## src/rtl/hazard_scoreboard.sv

```systemverilog
`default_nettype none
// ---------------------------------------------------------------------------
// hazard_scoreboard: decode-stage hazard unit with per-register countdown scoreboard
// Revision: 1.0
// ---------------------------------------------------------------------------
module hazard_scoreboard #(
  parameter int NUM_REGS         = 32,
  parameter int REG_ADDR_W       = 5,
  parameter int FORWARD_EN       = 1,
  parameter int ALU_STALL_NOFWD  = 2,
  parameter int LOAD_STALL_NOFWD = 2,
  parameter int LOAD_STALL_FWD   = 1,
  parameter int MAX_STALL        = 15,
  parameter int STALL_CNT_W      = $clog2(MAX_STALL + 1)
) (
  input  logic                   Clk,
  input  logic                   Reset,
  input  logic                   id_valid,
  input  logic [REG_ADDR_W-1:0]  id_rs,
  input  logic [REG_ADDR_W-1:0]  id_rt,
  input  logic                   id_uses_rs,
  input  logic                   id_uses_rt,
  input  logic [REG_ADDR_W-1:0]  id_rd,
  input  logic                   id_reg_write,
  input  logic                   id_mem_read,
  input  logic                   id_branch_op,
  input  logic                   branch_taken,
  input  logic                   ext_stall,
  output logic                   PCWrite,
  output logic                   DecodeRegWrite,
  output logic                   MuxControl,
  output logic                   flushControl,
  output logic [NUM_REGS-1:0]    pending_mask,
  output logic [STALL_CNT_W-1:0] stall_count,
  output logic                   stall_timeout
);

  localparam int MAX_A  = (ALU_STALL_NOFWD > LOAD_STALL_NOFWD) ? ALU_STALL_NOFWD : LOAD_STALL_NOFWD;
  localparam int MAX_B  = (MAX_A > LOAD_STALL_FWD) ? MAX_A : LOAD_STALL_FWD;
  localparam int CNT_W  = (MAX_B < 1) ? 1 : $clog2(MAX_B + 1);

  localparam logic [CNT_W-1:0]       c_aluWb    = CNT_W'(ALU_STALL_NOFWD);
  localparam logic [CNT_W-1:0]       c_loadWb   = CNT_W'(LOAD_STALL_NOFWD);
  localparam logic [CNT_W-1:0]       c_loadFwd  = CNT_W'(LOAD_STALL_FWD);
  localparam logic [STALL_CNT_W-1:0] c_maxStall = STALL_CNT_W'(MAX_STALL);
  localparam logic                   c_noFwd    = (FORWARD_EN == 0);

  logic [CNT_W-1:0]       w_fwdCnt [NUM_REGS];
  logic [CNT_W-1:0]       w_wbCnt  [NUM_REGS];
  logic                   w_useWb;
  logic [CNT_W-1:0]       w_rsCnt;
  logic [CNT_W-1:0]       w_rtCnt;
  logic                   w_hazard;
  logic                   w_stall;
  logic                   w_issue;
  logic [STALL_CNT_W-1:0] w_nextStallCnt;
  logic [STALL_CNT_W-1:0] r_stallCnt;
  logic                   r_timeout;

  // Branches compare operands in decode, so they must wait for writeback even with forwarding.
  assign w_useWb  = id_branch_op | c_noFwd;
  assign w_rsCnt  = w_useWb ? w_wbCnt[id_rs] : w_fwdCnt[id_rs];
  assign w_rtCnt  = w_useWb ? w_wbCnt[id_rt] : w_fwdCnt[id_rt];
  assign w_hazard = id_valid &
                    ((id_uses_rs & (id_rs != '0) & (w_rsCnt != '0)) |
                     (id_uses_rt & (id_rt != '0) & (w_rtCnt != '0)));

  // Reset forces the pipeline enables open while it is asserted.
  assign w_stall  = (w_hazard | ext_stall) & ~branch_taken & ~Reset;
  assign w_issue  = id_valid & ~w_stall & ~branch_taken;

  assign PCWrite        = ~w_stall;
  assign DecodeRegWrite = ~w_stall;
  assign MuxControl     = ~w_stall & ~branch_taken;
  assign flushControl   = branch_taken;

  for (genvar r = 0; r < NUM_REGS; r++) begin : g_reg
    if (r == 0) begin : g_zero
      assign w_fwdCnt[r]     = '0;
      assign w_wbCnt[r]      = '0;
      assign pending_mask[r] = 1'b0;
    end else begin : g_cnt
      logic             r_fwd;
      logic [CNT_W-1:0] r_fwdCnt;
      logic [CNT_W-1:0] r_wbCnt;
      logic             w_load;

      assign w_load = w_issue & id_reg_write & (id_rd == REG_ADDR_W'(r));

      always_ff @(posedge Clk or posedge Reset) begin
        if (Reset) begin
          r_fwdCnt <= '0;
          r_wbCnt  <= '0;
        end else if (w_load) begin
          r_wbCnt  <= id_mem_read ? c_loadWb : c_aluWb;
          r_fwdCnt <= id_mem_read ? c_loadFwd : '0;
        end else begin
          if (r_wbCnt != '0)  r_wbCnt  <= r_wbCnt - CNT_W'(1);
          if (r_fwdCnt != '0) r_fwdCnt <= r_fwdCnt - CNT_W'(1);
        end
      end

      assign r_fwd           = (r_fwdCnt != '0);
      assign w_fwdCnt[r]     = r_fwdCnt;
      assign w_wbCnt[r]      = r_wbCnt;
      assign pending_mask[r] = r_fwd | (r_wbCnt != '0);
    end
  end

  always_comb begin
    w_nextStallCnt = '0;
    if (w_stall) begin
      w_nextStallCnt = (r_stallCnt == c_maxStall) ? r_stallCnt : r_stallCnt + STALL_CNT_W'(1);
    end
  end

  // Timeout rises on the same edge the count reaches its ceiling.
  always_ff @(posedge Clk or posedge Reset) begin
    if (Reset) begin
      r_stallCnt <= '0;
      r_timeout  <= 1'b0;
    end else begin
      r_stallCnt <= w_nextStallCnt;
      if (w_stall && (w_nextStallCnt == c_maxStall)) r_timeout <= 1'b1;
    end
  end

  assign stall_count   = r_stallCnt;
  assign stall_timeout = r_timeout;

endmodule
`default_nettype wire

```

## config.mk

```make
export PLATFORM = sky130hd
export DESIGN_NAME = hazard_scoreboard
export DESIGN_NICKNAME = d
export VERILOG_FILES = /design/src/rtl/hazard_scoreboard.sv
export SDC_FILE = /design/constraint.sdc
export NUM_CORES = 1
export LEC_CHECK = 0
export ABC_AREA = 1
export CAP_MARGIN = 20
export CORE_MARGIN = 5
export CORE_UTILIZATION = 30
export DETAILED_ROUTE_END_ITERATION = 10
export PLACE_DENSITY = 0.49
export SLEW_MARGIN = 20
export SYNTH_ARGS = -nofsm -noshare
export SYNTH_HDL_FRONTEND = slang
export SYNTH_SLANG_ARGS = --single-unit
```

## constraint.sdc

```tcl
create_clock -name Clk -period 5.42 [get_ports Clk]
set_input_delay 0.813 -clock Clk [delete_from_list [all_inputs] [get_ports Clk]]
set_output_delay 0.813 -clock Clk [all_outputs]
set_load 0.02 [all_outputs]
```

==> summary.md <==
| Metric | Value |
|---|---|
| Core Rows | `64` |
| Full die area | `0.0343 mm²` |
| Most frequent cells in the layout | `nand2_1 (341), inv_1 (215), nor2_1 (141)` |
| Filler cells | `3240` |
| Post-detail-place hpwl | `20.8 mm` |
| Switching Fraction | `42.7%` |
| H-tree depth | `4` |
| Io pins | `66` |
| Core Area | `around 0.03 mm²` |
| Final period util | `~88%` |
| Initial Utilization | `30.3%` |
| Max Fclk | `210 MHz` |
| Post-cts gate resize count | `0` |
| RSZ-0062 raised after global routing | `no` |
| Worst setup startpoint | `id_rt[1]` |
| Vias in the first global route | `8068` |
| Status | `complete, no violations` |
| Internal | `around 3700 µW` |
| VDD IR-drop max | `0.237 mV` |
| Final WL | `27.4 mm` |
| Syn avg cell area | `7.16 µm²` |
| Die height | `185 µm` |
| Yosys cell types | `32` |
| Tmin final | `4.76 ns` |
| # hold bufs at CTS | `0` |
| Avg WL per Cell | `15.7 µm` |
| Max Root-Sink Buffers | `2` |
| Setup crit end kind | `primary output` |
| Gate power share | `51.0%` |
| Crit-path max FO | `23` |
| Worst-path clk slew | `0.06 ns` |
| First-pass GRT wire length | `43.5 mm` |
| Post-CTS Setup Repair Bufs | `0` |
| Seq/Total Area, Yosys | `35.0%` |
| Final Skew | `around 0.0081 ns` |
| Root buf cell | `clkbuf_16` |
| Area grow syn2layout | `17.2%` |
| Register bit total from synthesis | `between 100 and 150` |
| PD cells | `598 mW/mm²` |
| Post-Syn Nets | `1374` |
| Final number of hold-violating endpoints | `0` |
| YS warnings | `0` |
| Clk_lat worst skew | `0.43 ns` |
| CP Launch Type | `input port` |
| Worst Hold Launch | `stall_timeout$_DFFE_PP0P_` |
| Syn Inst Count | `1286` |
| Final WS setup | `0.660 ns` |
| Vias/cell | `4.66` |
| CTS tree | `built` |
| Initial antenna violation count | `0` |
| Pin slew with the least headroom to its limit | `0.842 ns` |
| Setup TNS | `0 ns` |
| Die Wd | `between 150 and 200 µm` |
| Max-Cap Viols | `0` |
| DRC | `0` |
| Psw | `around 2800 µW` |
| Arr. time, crit path | `3.95 ns` |
| Placer Congestion | `0.925` |
| Slew headroom | `43.8%` |
| Commonest non-fill, non-tap cell in the layout | `nand2_1` |
| Number of routed nets with antenna violations | `0` |
| Vias | `8157` |
| Req. time, crit path | `4.61 ns` |
| DR iter-0 viols | `between 400 and 500` |
| Final #Nets | `approximately 1.4k` |
| Mapped Area | `0.00921 mm²` |
| Overflow after GRT | `0` |
| Largest net degree at the start of global routing | `83` |
| Buffers on Ports | `64` |
| Flop pwr share | `30.0%` |
| Final max-slew violation count | `0` |
| Worst Setup Slack post-DPL | `0.704 ns` |
| Worst Hold Class | `reg2reg` |
| Pleak | `0.00595 µW` |
| Fraction of layout cells with a size suffix above 1 | `~6.4%` |
| Clk sink count | `129` |
| Final setup fails | `0` |
| Tot GR Track Use | `16.5%` |
| Setup CP Type | `in2out` |
| N_diodes | `0` |
| Clock Power Share | `18.9%` |
| Drt first pass iters | `5` |
| Reg2reg start | `g_reg[29].g_cnt.r_fwdCnt[1]$_DFFE_PP0P_` |
| Num CTS Buffers | `17` |
## critical path, stage by stage
cell             delay, ns
clkdlybuf4s50_1       0.85
inv_2                 0.20
nor2_1                0.38
o21ai_0               0.20
nand3_1               0.13
nand3_1               0.07
nand2_1               0.08
nand2_1               0.05
nand3_1               0.06
nand3_1               0.08
nand2_1               0.09
nand2_2               0.06
nand2_4               0.11
nand2_8               0.17
clkdlybuf4s50_1       0.61
## cell families (layout without fill, tap and decap cells)
kind of cell               after synthesis  after routing  synth area share [%]
xor gates and xnor gates                59             59                  5.61
AOI/OAI and AO/OA                      120            120                  6.83
and+or+nand+nor                        653            653                  32.1
adders and majority gates               63             63                  8.56
other                                    1              1                0.0407
buffers and inverters                  261            330                  11.8
DFF                                    129            129                  35.0
## cell usage after synthesis
cell,count,area (µm²)
nand2_1,341,1280
inv_1,216,811
nor2_1,141,529
dfrtp_1,129,3230
nand3_1,82,410
o21ai_0,67,335
ha_1,63,788
xnor2_1,58,508
a21oi_1,41,205
nand4_1,39,244
nand4_2,25,313
nor3_1,13,65.1
clkbuf_1,10,37.5
buf_4,9,67.6
buf_6,9,101
inv_2,7,26.3
buf_1,5,18.8
o21ai_1,5,25.0
buf_2,4,20.0
nand2_2,4,25.0
nor2_4,3,33.8
nand2_4,2,22.5
nor2_2,2,12.5
o21a_1,2,15.0
o41ai_1,2,17.5
a21oi_4,1,16.3
conb_1,1,3.75
inv_4,1,6.26
nand2_8,1,20.0
o211ai_1,1,7.51
o21bai_1,1,7.51
xor2_1,1,8.76
## worst paths after layout
check                                                               end  slack [ns]  depth (start not counted)
worst max-delay path                                            PCWrite        0.66                         15
worst min-delay path                          stall_timeout$_DFFE_PP0P_        0.48                          2
worst max register to register  g_reg[21].g_cnt.r_fwdCnt[0]$_DFFE_PP0P_        2.73                         19
worst min register to register                stall_timeout$_DFFE_PP0P_        0.48                          2
max in group asynchronous        g_reg[22].g_cnt.r_wbCnt[0]$_DFFE_PP0P_        3.19                          3
min in group asynchronous         g_reg[6].g_cnt.r_wbCnt[1]$_DFFE_PP0P_        1.04                          2
## layer usage
metal	vias up	part of all wire (%)	global-route usage, %
met3	47	4.0	2.69
met1	3789	47	22.0
met5	-	0	0
met2	153	47	26.9
li1	4168	-	-
met4	0	2.3	6.40
## per-stage QoR
step,hold WS (ns),area (µm²),instances,power (µW),utilization (%)
floorplan,0.458,9210,1286,4400,-
finish,0.477,10800,1751,6450,35.5
global placement,0.458,10200,1721,5190,33.5
detailed placement,0.454,10200,1721,5260,33.5
CTS,0.476,10800,1751,6530,35.5
global route,0.517,10800,1751,7160,35.5
## final cells by class
type	count	area [µm²]	share of cell area [%]
multi-input combinational	896	4890	45.3
inverter	224	848	7.86
timing repair buffer	76	726	6.72
clock buffer	25	505	4.68
sequential	129	3230	29.9
clock inverter	5	100	0.927
tap	396	495	4.59
## flip-flops by register name, summed over array words and instances, names as in the netlist
| name | flops |
|---|---|
| g.g_cnt.r_fwdCnt | 62 |
| g.g_cnt.r_wbCnt | 62 |
| stall_count | 4 |
| stall_timeout | 1 |
## power groups by stage
stage | combinational [µW] | sequential [µW] | clock, µW
CTS | 3340 | 1940 | 1250
global placement | 3230 | 1950 | 0
floorplan | 2580 | 1820 | 0
detailed placement | 3310 | 1950 | 0
global route | 3860 | 2010 | 1290
finish | 3290 | 1940 | 1220
Power figures use the tool's default switching activity.
